## src/rtl/branch_resolve_pkg.sv

```systemverilog
// Shared constants for the branch/trap resolve stage: CSR addresses, mcause codes,
// branch funct3 encodings and the per-instruction resolution class.
package branch_resolve_pkg;

  localparam logic [11:0] CSR_MTVEC  = 12'h305;
  localparam logic [11:0] CSR_MEPC   = 12'h341;
  localparam logic [11:0] CSR_MCAUSE = 12'h342;

  localparam logic [31:0] CAUSE_MISALIGNED_FETCH = 32'd0;
  localparam logic [31:0] CAUSE_ILLEGAL          = 32'd2;
  localparam logic [31:0] CAUSE_BREAKPOINT       = 32'd3;
  localparam logic [31:0] CAUSE_ECALL_M          = 32'd11;

  localparam logic [2:0] F3_BEQ  = 3'b000;
  localparam logic [2:0] F3_BNE  = 3'b001;
  localparam logic [2:0] F3_BLT  = 3'b100;
  localparam logic [2:0] F3_BGE  = 3'b101;
  localparam logic [2:0] F3_BLTU = 3'b110;
  localparam logic [2:0] F3_BGEU = 3'b111;

  typedef enum logic [1:0] {
    RES_NONE,
    RES_NORMAL,
    RES_TRAP,
    RES_MRET
  } resolve_e;

  function automatic logic [31:0] word_align(input logic [31:0] a);
    return {a[31:2], 2'b00};
  endfunction

endpackage

```

## src/rtl/branch_resolve_compare.sv

```systemverilog
// Combinational branch condition evaluator: funct3 selects the rs1/rs2 compare,
// reserved encodings are flagged as illegal and never report a true condition.
module branch_compare #(
  parameter int unsigned XLEN = 32
) (
  input  logic [2:0]      funct3,
  input  logic [XLEN-1:0] rs1,
  input  logic [XLEN-1:0] rs2,
  output logic            cond,
  output logic            illegal
);
  import branch_resolve_pkg::*;

  logic eq;
  logic lt_s;
  logic lt_u;

  assign eq   = (rs1 == rs2);
  assign lt_s = ($signed(rs1) < $signed(rs2));
  assign lt_u = (rs1 < rs2);

  always_comb begin
    cond    = 1'b0;
    illegal = 1'b0;
    case (funct3)
      F3_BEQ:  cond = eq;
      F3_BNE:  cond = !eq;
      F3_BLT:  cond = lt_s;
      F3_BGE:  cond = !lt_s;
      F3_BLTU: cond = lt_u;
      F3_BGEU: cond = !lt_u;
      default: illegal = 1'b1;
    endcase
  end

endmodule

```

## src/rtl/branch_resolve.sv

```systemverilog
// Execute-to-memory resolve stage: computes branch/jump outcome, raises traps and
// MRET, owns mtvec/mepc/mcause and registers the mb_if__* feedback to fetch.
module branch_resolve #(
  parameter logic [31:0] MTVEC_RESET = 32'h0000_0004,
  parameter int unsigned XLEN        = 32
) (
  input  logic            clk,
  input  logic            rst_n,
  input  logic            kill,
  input  logic            ex_mb__valid,
  input  logic [XLEN-1:0] ex_mb__pc,
  input  logic            ex_mb__is_branch,
  input  logic            ex_mb__is_jal,
  input  logic            ex_mb__is_jalr,
  input  logic [2:0]      ex_mb__funct3,
  input  logic [XLEN-1:0] ex_mb__rs1,
  input  logic [XLEN-1:0] ex_mb__rs2,
  input  logic [XLEN-1:0] ex_mb__imm,
  input  logic            ex_mb__ecall,
  input  logic            ex_mb__ebreak,
  input  logic            ex_mb__illegal,
  input  logic            ex_mb__mret,
  input  logic            ex_mb__predict_taken,
  input  logic [XLEN-1:0] ex_mb__predict_target,
  input  logic            csr_we,
  input  logic [11:0]     csr_addr,
  input  logic [XLEN-1:0] csr_wdata,
  output logic [XLEN-1:0] csr_rdata,
  output logic [XLEN-1:0] mb_if__pc,
  output logic [XLEN-1:0] mb_if__pc_4,
  output logic [XLEN-1:0] mb_if__jump_target,
  output logic            mb_if__branch_taken,
  output logic            mb_if__trap_taken,
  output logic            mb_if__predict_taken,
  output logic [XLEN-1:0] mb_if__predict_target
);
  import branch_resolve_pkg::*;

  logic            v;
  logic            cond;
  logic            f3_illegal;
  logic            taken;
  logic            illegal_any;
  logic            misaligned;
  logic            exc;
  logic [XLEN-1:0] pc_4;
  logic [XLEN-1:0] target_sum;
  logic [XLEN-1:0] target;
  logic [XLEN-1:0] cause;
  resolve_e        res;

  logic [XLEN-1:0] pc_d, pc_q;
  logic [XLEN-1:0] pc_4_d, pc_4_q;
  logic [XLEN-1:0] jump_target_d, jump_target_q;
  logic            branch_taken_d, branch_taken_q;
  logic            trap_taken_d, trap_taken_q;
  logic            predict_taken_d, predict_taken_q;
  logic [XLEN-1:0] predict_target_d, predict_target_q;
  logic [XLEN-1:0] mtvec_d, mtvec_q;
  logic [XLEN-1:0] mepc_d, mepc_q;
  logic [XLEN-1:0] mcause_d, mcause_q;

  branch_compare #(.XLEN(XLEN)) u_cmp (
    .funct3  (ex_mb__funct3),
    .rs1     (ex_mb__rs1),
    .rs2     (ex_mb__rs2),
    .cond    (cond),
    .illegal (f3_illegal)
  );

  always_comb begin
    v           = ex_mb__valid && !kill;
    pc_4        = ex_mb__pc + XLEN'(4);
    target_sum  = ex_mb__is_jalr ? (ex_mb__rs1 + ex_mb__imm) : (ex_mb__pc + ex_mb__imm);
    target      = ex_mb__is_jalr ? {target_sum[XLEN-1:1], 1'b0} : target_sum;
    taken       = ex_mb__is_jal || ex_mb__is_jalr || (ex_mb__is_branch && cond);
    illegal_any = ex_mb__illegal || (ex_mb__is_branch && f3_illegal);
    misaligned  = taken && target[1];

    exc   = 1'b1;
    cause = CAUSE_MISALIGNED_FETCH;
    if (illegal_any)        cause = CAUSE_ILLEGAL;
    else if (misaligned)    cause = CAUSE_MISALIGNED_FETCH;
    else if (ex_mb__ecall)  cause = CAUSE_ECALL_M;
    else if (ex_mb__ebreak) cause = CAUSE_BREAKPOINT;
    else                    exc   = 1'b0;

    if (!v)               res = RES_NONE;
    else if (exc)         res = RES_TRAP;
    else if (ex_mb__mret) res = RES_MRET;
    else                  res = RES_NORMAL;
  end

  // Redirects (trap/MRET) zero predict_taken and echo the redirect target so the
  // BTB never trains on them and fetch's mispredict compare stays quiet.
  always_comb begin
    pc_d             = '0;
    pc_4_d           = XLEN'(4);
    jump_target_d    = '0;
    branch_taken_d   = 1'b0;
    trap_taken_d     = 1'b0;
    predict_taken_d  = 1'b0;
    predict_target_d = '0;
    unique case (res)
      RES_TRAP: begin
        pc_d             = ex_mb__pc;
        pc_4_d           = pc_4;
        trap_taken_d     = 1'b1;
        jump_target_d    = mtvec_q;
        predict_target_d = mtvec_q;
      end
      RES_MRET: begin
        pc_d             = ex_mb__pc;
        pc_4_d           = pc_4;
        trap_taken_d     = 1'b1;
        jump_target_d    = mepc_q;
        predict_target_d = mepc_q;
      end
      RES_NORMAL: begin
        pc_d             = ex_mb__pc;
        pc_4_d           = pc_4;
        branch_taken_d   = taken;
        jump_target_d    = taken ? target : pc_4;
        predict_taken_d  = ex_mb__predict_taken;
        predict_target_d = ex_mb__predict_target;
      end
      default: ;
    endcase
  end

  // Trap capture is applied after the CSR write so it wins on mepc/mcause.
  always_comb begin
    mtvec_d  = mtvec_q;
    mepc_d   = mepc_q;
    mcause_d = mcause_q;
    if (csr_we) begin
      case (csr_addr)
        CSR_MTVEC:  mtvec_d  = word_align(csr_wdata);
        CSR_MEPC:   mepc_d   = word_align(csr_wdata);
        CSR_MCAUSE: mcause_d = csr_wdata;
        default: ;
      endcase
    end
    if (res == RES_TRAP) begin
      mepc_d   = ex_mb__pc;
      mcause_d = cause;
    end
  end

  always_comb begin
    case (csr_addr)
      CSR_MTVEC:  csr_rdata = mtvec_q;
      CSR_MEPC:   csr_rdata = mepc_q;
      CSR_MCAUSE: csr_rdata = mcause_q;
      default:    csr_rdata = '0;
    endcase
  end

  always_ff @(posedge clk or negedge rst_n) begin
    if (!rst_n) begin
      pc_q             <= '0;
      pc_4_q           <= '0;
      jump_target_q    <= '0;
      branch_taken_q   <= 1'b0;
      trap_taken_q     <= 1'b0;
      predict_taken_q  <= 1'b0;
      predict_target_q <= '0;
      mtvec_q          <= word_align(MTVEC_RESET);
      mepc_q           <= '0;
      mcause_q         <= '0;
    end else begin
      pc_q             <= pc_d;
      pc_4_q           <= pc_4_d;
      jump_target_q    <= jump_target_d;
      branch_taken_q   <= branch_taken_d;
      trap_taken_q     <= trap_taken_d;
      predict_taken_q  <= predict_taken_d;
      predict_target_q <= predict_target_d;
      mtvec_q          <= mtvec_d;
      mepc_q           <= mepc_d;
      mcause_q         <= mcause_d;
    end
  end

  assign mb_if__pc             = pc_q;
  assign mb_if__pc_4           = pc_4_q;
  assign mb_if__jump_target    = jump_target_q;
  assign mb_if__branch_taken   = branch_taken_q;
  assign mb_if__trap_taken     = trap_taken_q;
  assign mb_if__predict_taken  = predict_taken_q;
  assign mb_if__predict_target = predict_target_q;

endmodule

```

## config.mk

```make
export PLATFORM = sky130hd
export DESIGN_NAME = branch_resolve
export DESIGN_NICKNAME = d
export VERILOG_FILES = /design/src/rtl/branch_resolve_pkg.sv /design/src/rtl/branch_resolve_compare.sv /design/src/rtl/branch_resolve.sv
export SDC_FILE = /design/constraint.sdc
export NUM_CORES = 1
export LEC_CHECK = 0
export ABC_AREA = 0
export ABC_CLOCK_PERIOD_IN_PS = 3900
export CAP_MARGIN = 20
export CORE_MARGIN = 2
export CORE_UTILIZATION = 43
export CTS_CLUSTER_DIAMETER = 200
export CTS_CLUSTER_SIZE = 20
export DETAILED_ROUTE_END_ITERATION = 10
export GPL_TIMING_DRIVEN = 0
export PLACE_DENSITY = 0.87
export SETUP_SLACK_MARGIN = 0.1
export SLEW_MARGIN = 15
export SYNTH_ARGS = -nofsm -noshare
export SYNTH_HDL_FRONTEND = slang
export SYNTH_HIERARCHICAL = 1
export SYNTH_SLANG_ARGS = --single-unit
```

## constraint.sdc

```tcl
create_clock -name clk -period 3.9 [get_ports clk]
set_input_delay 1.17 -clock clk [delete_from_list [all_inputs] [get_ports clk]]
set_output_delay 1.17 -clock clk [all_outputs]
set_load 0.05 [all_outputs]
```

After elaboration in Yosys (flattened, before gate mapping)
Cells that the tools add are included.

Output and inout port bits: 163. Bits in registers: 225. Input port bits: 220. Logic and storage cells: 78.

$add $sub $neg: 3. Order comparisons: 2. Reductions and logical operators: 21. Muxes and demuxes: 30. Eq/ne operators: 12.

Operator list (count): $mux 32 (10); $pmux 32 s3 (3); $add 32x32->32 (2); $lt 32x32->1 (2); $eq 12x10->1 const B (3); $add 32x3->32 const B (1); $eq 32x32->1 (1); $eq 3x3->1 const B (4); $mux 4 (3); $mux 1 (9); $mux 2 (4); $pmux 1 s6 (1); $reduce_and 2->1 (3); $reduce_bool 2->1 (3); $reduce_or 6->1 (1); $eq 2x2->1 const B (2); $logic_and 1x1->1 (4); $logic_not 1->1 (4); $eq 3x1->1 const B (1); $logic_not 3->1 (1); $logic_or 1x1->1 (3); $reduce_or 3->1 (1); $eq 2x1->1 const B (1); $reduce_or 2->1 (1).

Depth between registers and ports, before layout
Depth in word-level cells: 13. Mapped depth: 16. Depth with buffers taken out: 16.

Cells and area by module
Netlist, hierarchy kept.

Modules (own cells, without submodules): branch_resolve (area each 11373.4 µm², cells an instance 1102, seq. area each 5581.6 µm², instances 1); branch_compare (area each 870.8 µm², cells an instance 121, seq. area each 0.0 µm², instances 1).

Worst setup path after synthesis
OpenSTA, ideal clock, no wires.

Path type: input to register. Start point: input port ex_mb__rs2[23]. End point: register jump_target_q[16] (netlist: mb_if__jump_target[16]). Library setup time: 0.069 ns. Path buffers: 0. Required time: 3.831 ns. Cell stages on the path: 15. Setup slack: -0.491 ns. Arrival time: 4.322 ns. Cell sequence: inv_1 > ha_1 > a21oi_2 > o21ai_1 > a221oi_2 > o22ai_1 > or4_1 > a31o_1 > a211o_1 > nand2_1 > nand2_1 > nor3_4 > nand2_1 > or4_1 > nand3_1.

Longest elaborated chain between the ends: 12. Elaborated cells on any way between the ends: 19. Classes of those cells: order compare: 2; eq/ne: 4; mux: 7; reduce/logical: 6.

Ends and longest elaborated chain: from (decl) (RTL line branch_resolve.sv:17) `input logic [XLEN-1:0] ex_mb__rs2,`; $lt 32x32->1 (tied with other cells) (RTL line branch_resolve_compare.sv:20) `assign lt_u = (rs1 < rs2);`; $logic_not 1->1, on equally long branches (RTL line branch_resolve_compare.sv:31, branch_resolve_compare.sv:27, branch_resolve_compare.sv:29); $pmux 1 s6 * (RTL line branch_resolve_compare.sv:25) `case (funct3)`; via cond (RTL line branch_resolve.sv:40) `logic cond;`; $logic_and 1x1->1 * (RTL line branch_resolve.sv:76) `taken = ex_mb__is_jal || ex_mb__is_jalr || (ex_mb__is_branch && cond);`; $logic_or 1x1->1 * (RTL line branch_resolve.sv:76); $logic_and 1x1->1 (RTL line branch_resolve.sv:78) `misaligned = taken && target[1];`; $mux 1 (RTL line branch_resolve.sv:83) `else if (misaligned) cause = CAUSE_MISALIGNED_FETCH;`; $mux 1 (RTL line branch_resolve.sv:82) `if (illegal_any) cause = CAUSE_ILLEGAL;`; $mux 2 (RTL line branch_resolve.sv:89) `else if (exc) res = RES_TRAP;`; $mux 2 (RTL line branch_resolve.sv:88) `if (!v) res = RES_NONE;`; $eq 2x1->1 / $eq 2x2->1 (equally long branches) (RTL line branch_resolve.sv:104) `unique case (res)`; $pmux 32 s3 * (RTL line branch_resolve.sv:104); via jump_target_d[16] (RTL line branch_resolve.sv:54) `logic [XLEN-1:0] jump_target_d, jump_target_q;`; to (signal assigned) (RTL line branch_resolve.sv:174) `jump_target_q <= jump_target_d;`; to (decl) (RTL line branch_resolve.sv:54).

Mark *: on every way through the listed nets, which the timed path passes. The rest lies on a longest branch. A chain may end at the register's enable or synchronous reset.

Worst setup path after layout
Start point: input port ex_mb__rs2[29]. End point: register predict_target_q[15] (netlist: mb_if__predict_target[15]).

Longest elaborated chain between the ends: 12. Elaborated cells on any way between the ends: 18. Classes of those cells: order compare: 2; eq/ne: 4; mux: 6; reduce/logical: 6.

Ends and longest elaborated chain: $lt 32x32->1 (tied with other cells) (RTL line branch_resolve_compare.sv:20); $logic_not 1->1, on equally long branches (RTL line branch_resolve_compare.sv:31, branch_resolve_compare.sv:27, branch_resolve_compare.sv:29); $pmux 1 s6 * (RTL line branch_resolve_compare.sv:25); via cond (RTL line branch_resolve.sv:40); $logic_and 1x1->1 * (RTL line branch_resolve.sv:76); $logic_or 1x1->1 * (RTL line branch_resolve.sv:76); $logic_and 1x1->1 * (RTL line branch_resolve.sv:78); $mux 1 * (RTL line branch_resolve.sv:83); $mux 1 * (RTL line branch_resolve.sv:82); $mux 2 * (RTL line branch_resolve.sv:89); $mux 2 * (RTL line branch_resolve.sv:88); $eq 2x1->1 / $eq 2x2->1 (equally long branches) (RTL line branch_resolve.sv:104); $pmux 32 s3 * (RTL line branch_resolve.sv:104); via predict_target_d[15] (RTL line branch_resolve.sv:58) `logic [XLEN-1:0] predict_target_d, predict_target_q;`; to (signal assigned) (RTL line branch_resolve.sv:178) `predict_target_q <= predict_target_d;`; to (decl) (RTL line branch_resolve.sv:58).

Marked as above.

==> qor.csv <==
metric,value,unit
grt_pass1_vias,12500,
tightestPinTransition,884,ps
grt_max_degree,87,
synth-seq-area-share,0.456,
synthTopCellsByArea,"dfrtp_1, ha_1, mux2_2",
drive_gt1_frac,0.336,
cts_tree,built,
required,4330,ps
min_path_type,register to register,
p_int,3.85,mW
grt.total_usage,0.333,
wl_met3,4720,um
synthFlopType,dfrtp_1,
synth-adder-area-share,0.0670,
synthXorXnorAreaFrac,0.0379,
place_hpwl,37200,um
grt_pass1_wl,76400,um
core_area,27900,um2
worst_setup_path_end_kind,register,
p_switching,1.86,mW
ant_nets,0,
clk_pin_slew,80,ps
synth-compound-area-share,0.175,
hold_buffers,0,
slew_violations,0,
via_per_inst,5.94,
synth_top_family_by_area,compound AO/OA/AOI/OAI gates,
start_kind,primary input,
synthSimpleGateAreaFrac,0.136,
yosys.area.top_type,dfrtp_1,
crit_arrival,4770,ps
power,5.71,mW
finalWirelength,53200,um
cts_max_level,1,
setup_viol,157,
cts_buffer_depth,3,
rsz0062_at_grt,yes,
async_reset_ff_frac,1.00,
vias,12500,
area_growth,64.4,%
avgRoutedWirePerCell,25.3,um
power_leakage,9.40,nW
synth_top_area_share,0.454,
drt_iter0_drc,1327,
netSwitchingFraction,0.325,
power.density,283,nW/um2
grt_antenna_before_repair,2,
pin_count,383,
fin_crit,4340,ps
skew,24.8,ps
critical_path_class,primary input to register,
gp_congestion,0.927,
synth_common_cells,"dfrtp_1, nand2_1, inv_1, o21ai_0, nor2_1",
die_h,173,um
period_share,1.11,
synth_cell_types,68,
seqPwrFrac,0.435,
ys_ff_latch,223,
start_util,0.438,
path_max_fanout,5,
hold_violations,0,
wl_met1,19900,um
status,"complete, but fails checks",
violations,negative setup slack,
firstDrtPassIters,6,
maxSlewHeadroom,0.411,
fmax,230,MHz
syn_inst,1223,
port_buffers,379,
share_comb_of_total_power,0.287,
clock_power_share,0.278,
yosys_warnings,6,
synth.cell_area,12200,um2
synth_edf_count,0,
cts_made_buffers,15,
grt_overflow,0,
rrSetupSlack,2690,ps
avgSynthCellArea,10.0,um2
die-area,29800,um2
ir_worst_vdd,0.363,mV
syn-num-nets,1508,
die_x,173,um
muxShareOfSynthArea,0.0847,
root_buffer,clkbuf_16,
drc,0,
drv_cap,0,
clock_latency,510,ps
wl_met2,25700,um
tns,-36810,ps
rows,61,
maxUsedRoutingLayer,met4,
yosysMostFrequentCell,dfrtp_1,
fin_ws,-443,ps
cts_sinks,223,
nets,1997,
[flip-flops by register name, indices dropped and copies added, names as in the netlist]
register               count
mb_if__branch_taken        1
mb_if__jump_target        32
mb_if__pc                 30
mb_if__pc_4               32
mb_if__predict_taken       1
mb_if__predict_target     32
mb_if__trap_taken          1
mcause_q                  32
mepc_q                    32
mtvec_q                   30
[critical path, cell delays in order]
cell	delay [ps]
dlygate4sd2_1	240
inv_2	70
ha_4	210
nand4_1	180
buf_4	160
nor3_4	40
a221o_1	340
or4_4	490
a31o_1	260
a211o_4	380
buf_6	140
a21oi_4	170
and3_4	270
clkbuf_16	170
clkbuf_16	150
a22oi_2	90
buf_4	160
nand2_2	40
[per-layer routing]
layer	GRT usage	vias to the layer above
li1	-	5396
met4	0.143	0
met2	0.566	798
met1	0.414	6088
met3	0.0635	172
met5	0	-
[power groups by stage]
stage                     clock network, mW  registers (mW)  logic, mW
final                                  1.59            2.48       1.64
after global placement                    0            2.50       1.28
after detailed placement                  0            2.50       1.32
after CTS                              1.59            2.47       1.48
after global routing                   1.68            2.49       1.73
after floorplan                           0            2.60      0.594
[worst paths after layout]
kind,to,cells after the start,start
worst max-delay path,mb_if__predict_target[15]$_DFF_PN0_,18,ex_mb__rs2[29]
worst min-delay path,mcause_q[27]$_DFFE_PN0P_,1,mcause_q[27]$_DFFE_PN0P_
worst max register to register,mb_if__jump_target[16]$_DFF_PN0_,4,mtvec_q[16]$_DFFE_PN0P_
worst min register to register,mcause_q[27]$_DFFE_PN0P_,1,mcause_q[27]$_DFFE_PN0P_
max in group asynchronous,mb_if__predict_target[24]$_DFF_PN0_,2,rst_n
min in group asynchronous,mcause_q[9]$_DFFE_PN0P_,1,rst_n
[layout by cell type (no fill, tap or decap), types with 33 or more instances in the layout]
cell type and count:
buf_2 33, buf_4 43, and2_1 40, clkdlybuf4s50_1 285, buf_8 58, nor2_1 67
o21ai_2 33, mux2i_1 34, mux2_2 61, inv_2 45, a21oi_1 35, nand2_1 74
dfrtp_1 222, nand2_4 36, a222oi_1 35, ha_1 39
[final cells by class]
class | instances | area (um2)
fillers | 1891 | 7800
multi-input cells | 863 | 7610
flip-flops and latches | 223 | 5580
repair buffers | 474 | 5000
plain buffers | 64 | 741
well taps | 378 | 473
clock buffers | 20 | 394
inverters | 71 | 294
clock inverters | 2 | 28.8
diodes | 3 | 7.51
[cell families after synthesis]
kind of cell / Yosys count
xor+xnor: 53
compound gates: 302
simple gates: 347
mux: 96
flops: 223
fa+ha+maj: 65
buf+inv: 137
[repair_timing]
action,CTS,global route
hold endpoints to repair,0,0
setup endpoints to repair,163,162
resized for setup,709,177
gates cloned,18,3
buffers inserted,52,26
pin swaps,140,53
[through the flow]
step | utilization | hold WS [ps] | instance area (um2) | cells | setup WS (ps)
2_1_floorplan | - | 449 | 12700 | 1223 | -276
3_3_place_gp | 0.608 | 478 | 17000 | 1980 | -7580
3_5_place_dp | 0.610 | 491 | 17000 | 1982 | -1890
4_1_cts | 0.693 | 511 | 19300 | 2073 | -312
5_1_grt | 0.721 | 532 | 20100 | 2097 | -471
6_report | 0.721 | 517 | 20100 | 2098 | -443
Note: power is estimated with default switching activity, not from simulation.
